==> config.mk <==
export PLATFORM = sky130hd
export DESIGN_NAME = rv_fetch_mt
export DESIGN_NICKNAME = d
export VERILOG_FILES = /design/src/rtl/rv_fetch_mt.sv
export SDC_FILE = /design/constraint.sdc
export NUM_CORES = 1
export LEC_CHECK = 0
export BUFFER_PORTS_ARGS = -buffer_cell sky130_fd_sc_hd__buf_2
export CORE_ASPECT_RATIO = 1.4
export CORE_MARGIN = 1
export CORE_UTILIZATION = 57
export DETAILED_ROUTE_END_ITERATION = 6
export PLACE_DENSITY_LB_ADDON = 0.05
export SLEW_MARGIN = 20
export SYNTH_ARGS = -nofsm -noshare
export SYNTH_HDL_FRONTEND = slang
export SYNTH_SLANG_ARGS = --single-unit
==> constraint.sdc <==
create_clock -name clk -period 19.6 [get_ports clk]
set_input_delay 0 -clock clk [delete_from_list [all_inputs] [get_ports clk]]
set_output_delay 0 -clock clk [all_outputs]
set_load 0.01 [all_outputs]
==> src/rtl/rv_fetch_mt.sv <==
// rtl/rv_fetch_mt.sv - multithreaded round-robin instruction fetch unit
// One PC/busy/epoch per thread; responses return in order and are matched via a tag FIFO.
module rv_fetch_mt #(
    parameter int          NTHREADS = 4,
    parameter int          TID_W    = 2,
    parameter logic [31:0] RESET_PC = 32'h0000_0000
) (
    input  logic                clk,
    input  logic                rst,
    input  logic [NTHREADS-1:0] thread_en,
    input  logic                redirect_valid,
    input  logic [TID_W-1:0]    redirect_tid,
    input  logic [31:0]         redirect_pc,
    output logic                imem_req_valid,
    input  logic                imem_req_ready,
    output logic [31:0]         imem_req_addr,
    input  logic                imem_rsp_valid,
    output logic                imem_rsp_ready,
    input  logic [31:0]         imem_rsp_data,
    output logic                if_valid,
    input  logic                if_ready,
    output logic [TID_W-1:0]    if_tid,
    output logic [31:0]         if_pc,
    output logic [31:0]         if_instr
);

    logic [31:0]         r_pc     [NTHREADS];
    logic [NTHREADS-1:0] r_busy;
    logic [NTHREADS-1:0] r_epoch;
    logic [TID_W-1:0]    r_rr;

    logic [TID_W-1:0]    r_tag_tid [NTHREADS];
    logic                r_tag_ep  [NTHREADS];
    logic [31:0]         r_tag_pc  [NTHREADS];
    logic [TID_W-1:0]    r_wr;
    logic [TID_W-1:0]    r_rd;
    logic [TID_W:0]      r_count;

    logic                r_if_valid;
    logic [TID_W-1:0]    r_if_tid;
    logic [31:0]         r_if_pc;
    logic [31:0]         r_if_instr;

    logic [NTHREADS-1:0] w_redir_mask;
    logic [NTHREADS-1:0] w_elig;
    logic                w_any;
    logic [TID_W-1:0]    w_sel;
    logic                w_req_fire;
    logic [31:0]         w_redir_target;
    logic [TID_W-1:0]    w_head_tid;
    logic                w_head_stale;
    logic                w_rsp_fire;
    logic                w_load;
    logic                w_kill;
    logic [NTHREADS-1:0] w_set_mask;
    logic [NTHREADS-1:0] w_clr_mask;

    assign w_redir_mask   = {{(NTHREADS-1){1'b0}}, redirect_valid} << redirect_tid;
    assign w_elig         = thread_en & ~r_busy & ~w_redir_mask;
    assign w_redir_target = redirect_pc & 32'hFFFF_FFFC;

    // First eligible thread at or after the round-robin pointer, wrapping.
    always_comb begin
        w_any = 1'b0;
        w_sel = '0;
        for (int i = 0; i < NTHREADS; i++) begin
            if (!w_any && w_elig[r_rr + TID_W'(i)]) begin
                w_any = 1'b1;
                w_sel = r_rr + TID_W'(i);
            end
        end
    end

    assign imem_req_valid = w_any && !rst;
    assign imem_req_addr  = r_pc[w_sel];
    assign w_req_fire     = imem_req_valid && imem_req_ready;

    // A stale head tag never blocks: it is drained even while decode is stalled.
    assign w_head_tid     = r_tag_tid[r_rd];
    assign w_head_stale   = (r_count != '0) &&
                            ((r_tag_ep[r_rd] != r_epoch[w_head_tid]) || w_redir_mask[w_head_tid]);
    assign imem_rsp_ready = !r_if_valid || if_ready || w_head_stale;
    assign w_rsp_fire     = imem_rsp_valid && imem_rsp_ready && (r_count != '0);
    assign w_load         = w_rsp_fire && !w_head_stale;
    assign w_kill         = r_if_valid && !if_ready && redirect_valid && (redirect_tid == r_if_tid);

    assign w_set_mask = {{(NTHREADS-1){1'b0}}, w_req_fire} << w_sel;
    assign w_clr_mask = {{(NTHREADS-1){1'b0}}, w_rsp_fire} << w_head_tid;

    always_ff @(posedge clk or posedge rst) begin
        if (rst) begin
            for (int i = 0; i < NTHREADS; i++) begin
                r_pc[i]      <= RESET_PC;
                r_tag_tid[i] <= '0;
                r_tag_ep[i]  <= 1'b0;
                r_tag_pc[i]  <= '0;
            end
            r_busy     <= '0;
            r_epoch    <= '0;
            r_rr       <= '0;
            r_wr       <= '0;
            r_rd       <= '0;
            r_count    <= '0;
            r_if_valid <= 1'b0;
            r_if_tid   <= '0;
            r_if_pc    <= '0;
            r_if_instr <= '0;
        end else begin
            if (w_req_fire) begin
                r_pc[w_sel]     <= r_pc[w_sel] + 32'd4;
                r_tag_tid[r_wr] <= w_sel;
                r_tag_ep[r_wr]  <= r_epoch[w_sel];
                r_tag_pc[r_wr]  <= r_pc[w_sel];
                r_wr            <= r_wr + TID_W'(1);
                r_rr            <= w_sel + TID_W'(1);
            end
            // The redirected thread is excluded from scheduling, so this never collides with the +4.
            if (redirect_valid) begin
                r_pc[redirect_tid]    <= w_redir_target;
                r_epoch[redirect_tid] <= ~r_epoch[redirect_tid];
            end
            if (w_rsp_fire) begin
                r_rd <= r_rd + TID_W'(1);
            end
            r_count <= r_count + {{TID_W{1'b0}}, w_req_fire} - {{TID_W{1'b0}}, w_rsp_fire};
            r_busy  <= (r_busy | w_set_mask) & ~w_clr_mask;

            if (w_load) begin
                r_if_valid <= 1'b1;
                r_if_tid   <= w_head_tid;
                r_if_pc    <= r_tag_pc[r_rd];
                r_if_instr <= imem_rsp_data;
            end else if (if_ready || w_kill) begin
                r_if_valid <= 1'b0;
            end
        end
    end

    assign if_valid = r_if_valid;
    assign if_tid   = r_if_tid;
    assign if_pc    = r_if_pc;
    assign if_instr = r_if_instr;

endmodule

**After elaboration in Yosys (flattened, before gate mapping)**

Cells that the tools add are included.

- Output and inout port bits: 101
- Register bits: 352
- Logic and storage cells: 154

- Order comparisons: 15
- Equal/unequal tests: 2
- Mux-type cells: 58
- $add $sub $neg: 9
- Shift-type cells: 3
- Reductions and logical operators: 29
- Bitwise operators: 12

Operator list:

| kind | number |
|---|---|
| $bwmux 128 | 3 |
| $mux 128 | 2 |
| $mux 32 | 7 |
| $demux 32 s2 | 3 |
| $bmux 32 s2 | 2 |
| $add 32x3->32 const B | 1 |
| $lt 2x3->1 const B | 7 |
| $bmux 1 s2 | 9 |
| $mux 1 | 18 |
| $logic_and 1x1->1 | 16 |
| $mux 2 | 7 |
| $and 4x4->4 | 3 |
| $ge 3x3->1 const B | 4 |
| $not 2->3 | 4 |
| $not 4->4 | 3 |
| $shl 1x2->4 | 3 |
| $lt 3x1->1 const B | 3 |
| $add 2x1->2 const B | 4 |
| $bwmux 4 | 2 |
| $bwmux 8 | 1 |
| $logic_not 1->1 | 7 |
| $add 2x2->2 const B | 2 |
| $bmux 2 s2 | 1 |
| $demux 1 s2 | 2 |
| 11 further kinds | 14 |

**Logic depth before layout (Yosys ltp)**

Gate-level depths: netlist of the first run.

- Word-level depth: 24
- Gate-level depth with buffers: 18

**Least setup slack after synthesis of the first run**

Ideal clock, no wire load.

- Path type: input to register
- Start: input port rst
- End: register r_count[2]
- Required time: 19,476 ps
- Arrival: 9,462 ps
- Path buffers: 1
- Slack: 10,014 ps
- Stages: 12
- Path through: inv_1 -> o21a_1 -> and2_1 -> clkbuf_1 -> inv_1 -> ha_1 -> inv_1 -> ha_1 -> inv_1 -> fa_1 -> xnor2_1 -> xnor2_1

- Longest elaborated chain between the ends: 5

Ends and longest elaborated chain:

| what | RTL line | text |
|---|---|---|
| from (decl) | 9 | `input logic rst,` |
| $logic_not 1->1 (no source line) | n/a |  |
| $logic_and 1x1->1 | 74 | `assign imem_req_valid = w_any && !rst;` |
| named net imem_req_valid | 14 | `output logic imem_req_valid,` |
| $logic_and 1x1->1 | 76 | `assign w_req_fire = imem_req_valid && imem_req_ready;` |
| $add 3x1->3 | 125 | `r_count <= r_count + {{TID_W{1'b0}}, w_req_fire} - {{TID_W{1'b0}}, w_rsp_fire};` |
| $sub 3x1->3 | 125 |  |
| to (signal assigned) | 125 |  |
| to (decl) | 37 | `logic [TID_W:0] r_count;` |

The timed path passes the listed nets, and every way through them passes these cells.
A chain may end at the register's enable or synchronous reset.

**Worst setup path after layout of the first run**

- Start: input port redirect_tid[0]
- End: register r_pc[90] (netlist name)

- Longest elaborated chain between the ends: 24
- Elaborated cells between the ends (all ways): 47

Ends and longest elaborated chain:

| what | RTL line | text |
|---|---|---|
| from (decl) | 12 | `input logic [TID_W-1:0] redirect_tid,` |
| $shl 1x2->4 | 58 | `assign w_redir_mask = {{(NTHREADS-1){1'b0}}, redirect_valid} << redirect_tid;` |
| $not 4->4 | 59 | `assign w_elig = thread_en & ~r_busy & ~w_redir_mask;` |
| $and 4x4->4 | 59 |  |
| $bmux 1 s2 | 67 | `if (!w_any && w_elig[r_rr + TID_W'(i)]) begin` |
| $mux 1 (implied by the code) | 67 |  |
| $mux 1 | 67 |  |
| $logic_not 1->1 | 67 |  |
| $logic_and 1x1->1 | 67 |  |
| (+8 left out) | n/a |  |
| $bmux 32 s2 (tied with other cells) | 110 | `r_pc[w_sel] <= r_pc[w_sel] + 32'd4;` |
| $mux 32 (implied by the code) / $logic_and 1x1->1 (equally long branches) | 110 |  |
| $mux 32 (implied by the code) | 110 |  |
| $add 32x3->32 / $demux 32 s2 (equally long branches) | 110 |  |
| $bwmux 128 | 110 |  |
| $mux 128 | 109 | `if (w_req_fire) begin` |
| $bwmux 128 | 119 | `r_pc[redirect_tid] <= w_redir_target;` |
| $mux 128 * | 118 | `if (redirect_valid) begin` |
| to (signal, indexed assignment) | 110 |  |
| to (signal, indexed assignment) | 119 |  |
| to (decl) | 27 | `logic [31:0] r_pc [NTHREADS];` |

Every way passes the cells marked *; elsewhere a longest branch is shown, timed or not. The select of a mux whose other input is x is not followed.

==> impl_results.md, run 1 <==
* Worst Path Required at 20.01 ns
* Area share of the largest cell type after synthesis at approximately 52%
* CTS tree: done
* Port bufs at 174
* Post-CTS Resized at 0
* Max Slew Vio Count at 0
* EDFF count, synth at 0
* Clock share of power at 19.3%
* DRT met1 WL at 19100 um
* Sequential fraction of the synthesis area at roughly 52%
* DR DRC count at 0
* IO Pins at about 180
* GRT Total Usage at 30.9%
* Vias in the first global route at 13353
* Clock skew at 0.0115 ns
* Synth Cell Area at 0.0169 mm2
* Syn_nets at between 1500 and 2000
* Dpl cells at roughly 2100
* Worst r2r path cells at 11
* Hold_buf cts at between 60 and 70
* Synth area leaders: dfrtp_1 52%, o21ai_0 8.7%, nand2_1 6.5%
* Gate power share at around 46%
* Final nets at 1936
* RSZ-0062 raised after global routing: false
* Final setup vio count at 0
* Internal Power at approximately 2.1 mW
* Largest net degree at the start of global routing at 171
* Worst min path class: input pin to register
* Pwr dens at around 180 mW/mm2
* Top FF cell, synth: dfrtp_1
* Max Clock Freq at between 150 and 200 MHz
* GPL Wtd Cong at between 0.8 and 0.9
* Final Non-Filler Cells at 2257
* Worst slew margin relative to its limit at between 20% and 30%
* Antenna Violating Nets Remaining at 0
* Layout cells sized above 1 at 22.6%
* Area leader, netlist: dfrtp_1
* Wire length per cell at a little over 20 um
* Asr flop ratio synth at 100%
* Arr. time, crit path at between 6 and 7 ns
* Met2 wire len at between 20000 and 25000 um
* CP max FO at 57
* Count of different cell masters after synthesis at between 50 and 60
* Die H at between 200 and 250 um
* Clk slew on worst S/H paths at 0.06 ns
* Setup Crit Path Kind: input pin to register
* Drt pass-1 iters at 6
* Die area at a little over 0.03 mm2
* Crit. End Element: register
* Std-Cell Rows at 74
* Area Growth Syn to Fin at 17.6%
* Flop pwr share at a little over a third
* H-tree depth at 2
* Max Used Layer: met5
* DR vias/cell at between 5 and 6
* Crit path capture: r_pc[90]$_DFF_PP0_
* Met3 routed WL at 2750 um
* Final HPWL DP at 26900 um
* Die width at approximately 150 um
* Final Cycle Share at 30.0%
* FF-to-FF End: r_pc[90]$_DFF_PP0_
* Routed WL at 45900 um
* Initial drt markers at approximately 1000
* Cells after synthesis at 1660
* Gr ovfl total at 0
* Status: complete, no violations
* Setup tns final at 0 ns
* Root Buffer: clkbuf_16
* Crit path from: redirect_tid[0]
* # Max-Cap Violations at 0
* Internal reg-to-reg setup slack at roughly 14 ns
* Worst-margin pin slew at 1.11 ns
* IR drop worst, VDD at between 0.1 and 0.15 mV
* CTS Buffer Depth at 3
* Via count at roughly 13000
* Postcts setup bufs at 0
* CTS Buf Count at 36
* Syn. warnings at 0
* Final Hold Fails at 0
* Latest clock arrival within the worst-skew pair at about 0.53 ns
* Clock Sink Count at 352
* Crit start category: input pin
* Pleak at around 9.1 nW
* Worst R2R Start: r_busy[0]$_DFF_PP0_
* First-pass GRT wire length at 72600 um
* Synth Area per Inst at 10.2 um2
* Sw power at roughly 1.4 mW
* Initial antenna violation count at 1
* Starting density of the core at between 50% and 60%
* Core outline area at slightly below 0.03 mm2
* Sw frac at between 30% and 40%
* # diodes at 0
* Min Clock Period, post-route at between 5 and 6 ns
* Yosys reg bits at approximately 350
[metrics by stage]
stage / hold slack [ns] / cell area (um2) / worst slack, ns / total power [mW] / util [%]
3_3_place_gp: 0.0491 / 18000 / 13.89 / 2.81 / 61.7
6_report: 0.0265 / 19800 / 13.72 / 3.55 / 68.0
4_1_cts: 0.0136 / 19800 / 13.82 / 3.56 / 68.0
5_1_grt: 0.0514 / 19800 / 13.41 / 3.79 / 68.0
2_1_floorplan: 0.116 / 16900 / 9.82 / 2.38 / -
3_5_place_dp: 0.0494 / 18000 / 13.83 / 2.86 / 61.7
[power groups by stage]
stage	Combinational, mW	Clock, mW	Sequential (mW)
after floorplan	1.15	0	1.23
after global placement	1.58	0	1.23
after detailed placement	1.61	0	1.25
after CTS	1.63	0.695	1.24
after global routing	1.79	0.722	1.28
final	1.63	0.686	1.24
[cell usage in the layout (no fill, tap or decap), types with 45 or more instances in the layout]
| cell | Yosys | final |
|---|---|---|
| o21ai_1 | 45 | 45 |
| nor2_1 | 72 | 71 |
| buf_2 | 17 | 174 |
| mux2_2 | 93 | 93 |
| dfrtp_1 | 352 | 350 |
| dlygate4sd3_1 | 0 | 66 |
| o21ai_0 | 292 | 292 |
| nand2_1 | 293 | 286 |
| nor3_1 | 56 | 54 |
| mux2i_1 | 60 | 60 |
[critical path, stage by stage]
cell           delay (ns)
dlygate4sd3_1        0.54
buf_2                0.24
or3b_2               0.73
a32oi_1              0.30
o221ai_4             0.83
buf_4                0.89
mux2i_1              0.17
mux2_2               0.42
nor4_2               0.64
nand3_1              0.62
o31a_1               0.52
nor3_1               0.22
o21ai_1              0.11
[layer usage]
| metal | up-vias | track usage [%] |
|---|---|---|
| met3 | 95 | 4.01 |
| met4 | 2 | 10.7 |
| li1 | 6176 | - |
| met1 | 6583 | 40.2 |
| met2 | 496 | 53.3 |
| met5 | - | 0 |
[how the worst min path moves through the flow]
| stage | from | to | slack, ns | cells after the start |
|---|---|---|---|---|
| 6_report | redirect_tid[1] | if_valid$_DFFE_PP0P_ | 0.03 | 4 |
| 5_1_grt | redirect_tid[1] | if_valid$_DFFE_PP0P_ | 0.05 | 4 |
| 4_1_cts | redirect_tid[1] | if_valid$_DFFE_PP0P_ | 0.01 | 4 |
| 3_5_place_dp | rst | if_pc[27]$_DFFE_PP0P_ | 0.05 | 2 |
| 3_3_place_gp | rst | if_pc[27]$_DFFE_PP0P_ | 0.05 | 2 |
| 2_1_floorplan | redirect_pc[12] | r_pc[108]$_DFF_PP0_ | 0.12 | 2 |
[registers in the layout (all words and copies together) (netlist names)]
| register | cells |
|---|---|
| r_wr | 2 |
| r_pc | 128 |
| if_pc | 32 |
| r_busy | 4 |
| if_valid | 1 |
| r_tag_tid | 8 |
| r_tag_pc | 128 |
| r_tag_ep | 4 |
| r_rd | 2 |
| r_epoch | 4 |
| if_instr | 32 |
| r_count | 3 |
| r_rr | 2 |
| if_tid | 2 |
[synth_stat cells (2+ instances only)]
library cell / count
mux2_2: 93
a31oi_1: 12
nor3b_1: 5
o21ai_1: 45
buf_6: 2
buf_4: 5
nor4_2: 15
a32oi_1: 2
nand4_1: 9
nand3b_1: 2
nor3_1: 56
mux2i_1: 60
and3_1: 12
nand2_1: 293
clkbuf_1: 87
mux4_2: 36
nor2_1: 72
o21ai_0: 292
a211oi_1: 4
nor2b_1: 4
buf_1: 2
nor4_4: 2
nand2b_1: 2
a21oi_1: 21
xnor2_1: 27
ha_1: 9
nor4_1: 3
dfrtp_1: 352
o32a_1: 2
o31a_1: 8
and3b_1: 2
xor2_1: 2
o211ai_1: 6
a22oi_1: 4
a21o_1: 5
and2_1: 8
buf_2: 17
nand3_1: 22
inv_1: 43
[logic make-up (layout without fill, tap and decap cells)]
| kind of cell | Yosys count | in the layout | synth area share (%) |
|---|---|---|---|
| compound gates | 409 | 409 | 13.0 |
| simple gates | 512 | 512 | 13.9 |
| flops | 352 | 352 | 52.2 |
| mux | 190 | 190 | 14.7 |
| buf+inv | 158 | 375 | 3.86 |
| fa+ha+maj | 10 | 10 | 0.787 |
| xor+xnor | 29 | 29 | 1.51 |
[layout make-up]
cell class | count | area [um2]
flip-flops and latches | 352 | 8810
fillers | 2321 | 9340
clock buffers | 54 | 1090
clock inverters | 11 | 91.3
multi-input cells | 1150 | 7450
repair buffers | 265 | 1730
inverters | 45 | 179
well taps | 380 | 475
Note: power is estimated with default switching activity, not from simulation.
==> inputs of run 2 (changes only) <==
--- a/config.mk
+++ b/config.mk
@@ -8,7 +8,7 @@
 export BUFFER_PORTS_ARGS = -buffer_cell sky130_fd_sc_hd__buf_2
 export CORE_ASPECT_RATIO = 1.4
 export CORE_MARGIN = 1
-export CORE_UTILIZATION = 57
+export CORE_UTILIZATION = 54
 export DETAILED_ROUTE_END_ITERATION = 6
 export PLACE_DENSITY_LB_ADDON = 0.05
 export SLEW_MARGIN = 20
==> constraint.sdc (replaced) <==
create_clock -name clk -period 4.8 [get_ports clk]
set_input_delay 0 -clock clk [delete_from_list [all_inputs] [get_ports clk]]
set_output_delay 0 -clock clk [all_outputs]
set_load 0.01 [all_outputs]
==> run 2 against run 1 <==
  * Non-clock buffer count grew 10
  * Clock power grew to 4.2 times the previous value
  * Utilization shrank 2.7 points
  * Wire length grew 0.58%
  * Highest routed layer is now met4
  * Register-to-register slack lost 14 ns
  * Die area grew 5.5%
==> impl_results.md, run 2 (synthesis gave the netlist of run 1 again) <==
* Status: complete, no violations
* CP max FO at 13 (-77%)
* DR vias/cell at 5.91 (-0.10%)
* FF-to-FF End: r_pc[31]$_DFF_PP0_
* Most common cell after layout, fill and taps aside: dfrtp_1
* Via count at 13433 (+0.61%)
* Flop pwr share at 34.2% (-0.7 points)
* # Max-Cap Violations at 0 (unchanged)
* Hold path depth at 4 (unchanged)
* Setup tns final at 0 ns (unchanged)
* Max Clock Freq at 226 MHz
* Final setup vio count at 0 (unchanged)
* Max Slew Vio Count at 0 (unchanged)
* Routed WL at 46200 um (+0.58%)
* Worst r2r path cells at 11 (unchanged)
* IR drop worst, VDD at 0.435 mV (+300%)
* Setup Crit Path Kind: input pin to register
* Layout cells sized above 1 at 23.2% (+0.62 points)
* CTS Buffer Depth at 3 (unchanged)
* Biggest registers after layout: r_pc: 128 flops, r_tag_pc: 128 flops
* Final nets at 1946 (+0.52%)
* Worst min path class: input pin to register
* Die H at 211 um (+2.7%)
* Clk slew on worst S/H paths at 0.06 ns (about the same)
* Crit start category: input pin
* Clock skew at 0.0165 ns (+0.00506 ns)
* Sw frac at 39.4% (-0.25 points)
* Internal reg-to-reg setup slack at 0.40 ns (-13.76 ns)
* IO Pins at 177 (unchanged)
* Drt pass-1 iters at 5 (-1)
* Most frequent cells in the layout: 350 x dfrtp_1, 286 x nand2_1, 270 x o21ai_0
* RSZ-0062 raised after global routing: false
* Min Clock Period, post-route at 4.42 ns
* Pwr dens at 735 mW/mm2 (+310%)
* Post-CTS Resized at 0 (unchanged)
* Hold Path Origin: redirect_tid[1]
* Port bufs at 174 (unchanged)
* DR DRC count at 0 (unchanged)
* Antenna Violating Nets Remaining at 0 (unchanged)
* CTS tree: done
* Sw power at 5.81 mW (+310%)
* Worst Path Required at 5.22 ns (-14.79 ns)
* Final HPWL DP at 27700 um (+2.7%)
* Vias in the first global route at 13294 (-0.44%)
* Die area at 0.0319 mm2 (+5.5%)
* First-pass GRT wire length at 72400 um (-0.18%)
* Hold Path End: if_valid$_DFFE_PP0P_
* # diodes at 0 (unchanged)
* Clock share of power at 19.3% (about the same)
* Std-Cell Rows at 76 (+2.7%)
* Die width at 151 um (+2.7%)
* Worst-margin pin slew at 1.01 ns (-0.0978 ns)
* Gr ovfl total at 0 (unchanged)
* Gate power share at 46.5% (+0.7 points)
* CTS Buf Count at 36 (unchanged)
* Internal Power at 8.92 mW (+320%)
* Worst slew margin relative to its limit at 32.5% (+7.3 points)
* Wire length per cell at 20.3 um (-0.13%)
* Crit. End Element: register
* Final Cycle Share at between 90% and 100%
* Area Growth Syn to Fin at 18.9%
* Root Buffer: clkbuf_16
* H-tree depth at 2 (unchanged)
* Arr. time, crit path at 4.83 ns (-1.47 ns)
* GRT Total Usage at 29.8% (-1.1 points)
* Largest net degree at the start of global routing at 164 (-4.1%)
* Worst R2R Start: r_busy[0]$_DFF_PP0_
* Tot Pwr at 14.7 mW (+310%)
* Worst path cell trace: dlygate4sd3_1 > buf_2 > or3b_2 > a32oi_1 > o221ai_4 > buf_4 > mux2i_1 > mux2_2 > nor4_2 > nand2_1 > o31ai_1 > nor3b_1 > o21ai_1
* Clock Sink Count at 352 (unchanged)
* Starting density of the core at 54.9% (-2.9 points)
* GPL Wtd Cong at 0.842 (-1.5%)
* Initial drt markers at 920 (-9.5%)
* Initial antenna violation count at 0 (-1)
* Pleak at 9.25 nW (+1.3%)
* Latest clock arrival within the worst-skew pair at 0.53 ns (about the same)
* Final Hold Fails at 0 (unchanged)
* Critical-path top delay cell: nor4_2
* Max incr delay on CP at 0.61 ns (-0.28 ns)
* Core outline area at 0.0307 mm2 (+5.3%)
-- run 2: cell count changes in the layout (fill, tap and decap cells not counted), sizes merged --
| cell | change |
|---|---|
| clkinv | -4 |
| buf | +10 |
| clkinvlp | +1 |
| clkbuf | +1 |
| bufinv | +1 |
| inv | -3 |
-- run 2: cell type report --
type,count,area (um2)
Timing Repair Buffer,275,1860
Sequential cell,352,8810
Multi-Input combinational cell,1150,7510
Fill cell,2556,10700
Clock inverter,6,90.1
Tap cell,390,488
Clock buffer,55,1100
Inverter,45,180
-- run 2: critical path, delay by kind of cell --
family	cells	cell delay, ns
muxes	2	0.50
buffers and inverters	3	1.05
AOI/OAI and AO/OA	4	1.28
and+or+nand+nor	4	1.98
-- run 2: power groups by stage --
stage / clock, mW / sequential [mW] / combinational, mW
global placement: 0 / 5.01 / 6.67
finish: 2.85 / 5.04 / 6.84
global route: 3.01 / 5.20 / 7.52
detailed placement: 0 / 5.08 / 6.79
CTS: 2.90 / 5.03 / 6.87
floorplan: 0 / 5.02 / 4.80
-- run 2: what timing repair did --
item,in CTS,in global routing
endpoints found under the hold margin,196,0
endpoints found under the setup margin,0,0
hold buffers,66,0
buffers inserted,0,0
-- run 2: how the worst max path moves through the flow --
| stage | from | to | cells past startpoint |
|---|---|---|---|
| 5_1_grt | r_busy[0]$_DFF_PP0_ | r_pc[51]$_DFF_PP0_ | 11 |
| 2_1_floorplan | rst | r_count[2]$_DFF_PP0_ | 12 |
| 3_3_place_gp | redirect_tid[1] | r_pc[95]$_DFF_PP0_ | 12 |
| 3_5_place_dp | redirect_tid[1] | r_pc[31]$_DFF_PP0_ | 12 |
| 4_1_cts | r_busy[0]$_DFF_PP0_ | r_pc[31]$_DFF_PP0_ | 11 |
| 6_report | redirect_valid | r_pc[31]$_DFF_PP0_ | 13 |
-- run 2: routing by layer --
| metal | track usage, % | vias to the layer above | share of wire [%] | wire, um |
|---|---|---|---|---|
| li1 | - | 6201 | - | - |
| met1 | 39.9 | 6646 | 42 | 19400 |
| met2 | 49.4 | 496 | 49 | 22400 |
| met3 | 4.00 | 90 | 6.7 | 3100 |
| met4 | 10.7 | 0 | 2.7 | 1260 |
| met5 | 0 | - | 0 | 0 |
-- run 2: through the flow --
stage | cell area [um2] | hold WS [ns] | util [%] | std cells | setup slack, ns
2_1_floorplan | 17200 | 0.116 | - | 1660 | -2.38
3_3_place_gp | 18200 | 0.233 | 59.2 | 2146 | 0.525
3_5_place_dp | 18200 | 0.235 | 59.2 | 2146 | 0.394
4_1_cts | 20000 | 0.00834 | 65.2 | 2273 | 0.382
5_1_grt | 20000 | 0.0951 | 65.2 | 2273 | 0.129
6_report | 20000 | 0.0376 | 65.2 | 2273 | 0.385
==> inputs of run 3 (changes only) <==
--- a/config.mk
+++ b/config.mk
@@ -5,6 +5,7 @@
 export SDC_FILE = /design/constraint.sdc
 export NUM_CORES = 1
 export LEC_CHECK = 0
+export ABC_AREA = 1
 export BUFFER_PORTS_ARGS = -buffer_cell sky130_fd_sc_hd__buf_2
 export CORE_ASPECT_RATIO = 1.4
 export CORE_MARGIN = 1
==> run 3 against run 2 <==
  * Worst hold slack better by 0.17 ns
  * Utilization down 1.5 points
  * Setup slack better by 0.41 ns
  * First-iteration DRC count grew 71%
  * Critical path type unchanged
==> impl_results.md, run 3 <==
* Arr. time, crit path at 4.47 ns (-0.36 ns)
* CP max FO at 60 (+47)
* IO Pins at 177 (unchanged)
* Simple-gate share of the synthesized area at 28.0% (+14 points)
* Final Non-Filler Cells at 3112 (+37%)
* Max Clock Freq at 250 MHz (+10%)
* Starting density of the core at 55.0% (+0.16 points)
* Hold Path Origin: imem_rsp_data[10]
* Met2 wire len at 27700 um (+24%)
* Worst min path class: input pin to register
* Final Hold Fails at 0 (unchanged)
* Worst slew margin relative to its limit at 35.7% (+3.2 points)
* Syn_nets at 2561 (+47%)
* Routed WL at 56400 um (+22%)
* Largest family of logic cells by synthesized area: simple AND/OR/NAND/NOR gates
* Delay-heaviest family, CP: simple AND/OR/NAND/NOR gates
* Final nets at 2723 (+40%)
* Worst r2r path cells at 17 (+6)
* Hold path depth at 4 (unchanged)
* Asr flop ratio synth at 100% (unchanged)
* Layout cells sized above 1 at 14.8% (-8.4 points)
* Post-layout util at 63.8% (-1.5 points)
* Most frequent cells in the layout: 761 x nand2_1, 351 x dfrtp_1, 219 x a21oi_1
* Area share of the largest cell type after synthesis at 46.7% (-5.5 points)
* Synth area leaders: dfrtp_1 47%, nand2_1 15%, a21oi_1 6.6%
* First-pass GRT wire length at 90400 um (+25%)
* Max incr delay on CP at 0.55 ns (-0.06 ns)
* Final Cycle Share at 83.5% (-8.5 points)
* Max Slew Vio Count at 0 (unchanged)
* Wire length per cell at 18.1 um (-11%)
* Die width at 160 um (+5.6%)
* Xor/xnor cell area share of the yosys netlist at 1.04% (-0.47 points)
* Instance count on the critical path at 21 (+8)
* GRT Total Usage at 32.0% (+2.2 points)
* Largest net degree at the start of global routing at 166 (+1.2%)
* Final HPWL DP at 35200 um (+27%)
* Dpl cells at 2979 (+39%)
* Latest clock arrival within the worst-skew pair at 0.54 ns (about the same)
* Worst R2R Start: r_rr[0]$_DFFE_PP0P_
* Die area at 0.0357 mm2 (+12%)
* Min Clock Period, post-route at 4.01 ns (-0.410 ns)
* Clk slew on worst S/H paths at 0.06 ns (about the same)
* Crit path from: redirect_valid
* Yosys reg bits at 352 (unchanged)
* Vias in the first global route at 17229 (+30%)
* Setup WS pre-CTS at 0.833 ns (+0.440 ns)
* Die H at 223 um (+5.7%)
* DR DRC count at 0 (unchanged)
* Met3 routed WL at 3820 um (+23%)
* Initial drt markers at 1575 (+71%)
* Worst path cell trace: dlygate4sd3_1 > buf_2 > nand3_4 > buf_4 > nand3_1 > nand2_1 > nand2_1 > nand2_1 > nand4_4 > nand2_2 > buf_4 > nand3_1 > nand3_1 > nand2_1 > nor2_1 > nand2_1 > nor2_2 > nand2_1 > xor2_1 > nand2_1 > a21oi_1
* Post-CTS Resized at 0 (unchanged)
* Clock Sink Count at 352 (unchanged)
* CTS Buf Count at 37 (+2.8%)
* H-tree depth at 2 (unchanged)
* CTS tree: done
* CP Buf/Inv Count at 4 (+1)
* Gr ovfl total at 0 (unchanged)
* Setup Crit Path Kind: input pin to register
* Postcts setup bufs at 0 (unchanged)
* Synth Cell Area at 0.0188 mm2 (+12%)
* Worst-margin pin slew at 0.964 ns (-0.0482 ns)
* DRT met1 WL at 21900 um (+13%)
* Most common library cells after synthesis: 770 x nand2_1, 352 x dfrtp_1, 247 x a21oi_1
* Biggest registers after layout: r_pc: 128 flops, r_tag_pc: 128 flops
* Area Growth Syn to Fin at 15.9%
* Adder-cell share of the synthesized area at 0.704% (-0.083 points)
* Final hold slack at 0.203 ns (+0.165 ns)
* Via count at 17701 (+32%)
* CTS Buffer Depth at 3 (unchanged)
* Status: complete, no violations
* Crit start category: input pin
* Top FF cell, synth: dfrtp_1
* Port bufs at 174 (unchanged)
* Final setup vio count at 0 (unchanged)
* GPL Wtd Cong at 0.911 (+8.2%)
* Worst Path Required at 5.26 ns (+0.04 ns)
* Area leader, netlist: dfrtp_1
* DR vias/cell at 5.69 (-3.8%)
* Cells after synthesis at 2475 (+49%)
* RSZ-0062 raised after global routing: false
* Most common cell in the netlist: nand2_1
* Sequential fraction of the synthesis area at 46.7% (-5.5 points)
* Syn. warnings at 0 (unchanged)
* Root Buffer: clkbuf_16
* Mux cell area share after synthesis at 0.239% (-14 points)
* Synth Area in Compound Gates at 15.6% (+2.6 points)
* Initial antenna violation count at 1 (+1)
* # Max-Cap Violations at 0 (unchanged)
* Clock skew at 0.0219 ns (+0.00536 ns)
* Synth Area per Inst at 7.61 um2 (-25%)
* Most common cell after layout, fill and taps aside: nand2_1
* Drt pass-1 iters at 5 (unchanged)
* Count of different cell masters after synthesis at 47 (-16%)
* Final setup margin at 0.794 ns (+0.410 ns)
* Std-Cell Rows at 80 (+5.3%)
* Crit. End Element: register
* EDFF count, synth at 0 (unchanged)
* Max Used Layer: met4
* Cell mode on critical path: nand2_1
* Critical-path top delay cell: buf_4
* Core outline area at 0.0342 mm2 (+11%)
* Antenna Violating Nets Remaining at 0 (unchanged)
run 3: cell types whose count changed after synthesis, moves of 32 or more:
cell,delta
mux4_2,-36
nor2_1,+95
nand2_1,+477
mux2_2,-89
inv_1,+119
a32o_1,+32
nor3_1,-52
nand3_1,+173
a21oi_1,+226
o21ai_1,-42
o21ai_0,-91
mux2i_1,-60
run 3: cell type report:
| class | count | area, um2 |
|---|---|---|
| Fill cell | 3129 | 12400 |
| Sequential cell | 352 | 8810 |
| Multi-Input combinational cell | 1792 | 8740 |
| Timing Repair Buffer | 281 | 1890 |
| Clock buffer | 56 | 1110 |
| Inverter | 173 | 656 |
| Tap cell | 451 | 564 |
| Clock inverter | 6 | 62.6 |
| Antenna cell | 1 | 2.50 |
run 3: timing repair:
| action | 4_1_cts | 5_1_grt |
|---|---|---|
| hold buffers | 70 | 0 |
| endpoints found under the hold margin | 202 | 0 |
| endpoints found under the setup margin | 0 | 0 |
run 3: per-stage QoR:
stage / instance area [um2] / setup TNS, ns
after global routing: 21800 / 0
after detailed placement: 20000 / 0
final: 21800 / 0
after CTS: 21800 / 0
after global placement: 20000 / 0
after floorplan: 19100 / -428.00
run 3: path summary, 6_finish.rpt:
kind	slack, ns	endpoint
setup / recovery	0.79	r_pc[114]$_DFF_PP0_
hold / removal	0.20	if_instr[10]$_DFFE_PP0P_
setup reg to reg	0.81	r_pc[114]$_DFF_PP0_
hold reg to reg	0.47	if_instr[21]$_DFFE_PP0P_
max in group asynchronous	3.23	r_pc[127]$_DFF_PP0_
min in group asynchronous	0.22	r_pc[72]$_DFF_PP0_
run 3: cell families (layout without fill, tap and decap cells):
kind of cell,Yosys count,after routing
adder cells (fa/ha/maj),10,10
buffers and inverters,331,516
AO/OA/AOI/OAI,529,529
flip-flops,352,352
AND/OR/NAND/NOR,1231,1231
XOR/XNOR,18,18
multiplexers,4,4
other,0,1
run 3: per-layer routing:
layer,vias to the layer above,track usage (%)
met3,199,4.28
li1,8409,-
met2,716,55.9
met1,8377,38.3
met5,-,0
met4,0,17.3
run 3: worst register-to-register path, stage by stage, from the launching register on:
cell     delay [ns]
dfrtp_1        0.62
xor2_2         0.32
nand3_2        0.13
nand2_4        0.13
nand2_1        0.08
nand3_2        0.09
buf_4          0.38
buf_4          0.56
nand3_1        0.15
nand3_1        0.12
nand2_1        0.25
nor2_1         0.17
nand2_1        0.07
nor2_1         0.17
nand2_1        0.12
xor2_1         0.32
nand2_1        0.10
a21oi_1        0.15
Power of run 3 is left out: the tool's default activity adds up to more than one toggle a clock period on the data nets, which glitch-free logic cannot reach.
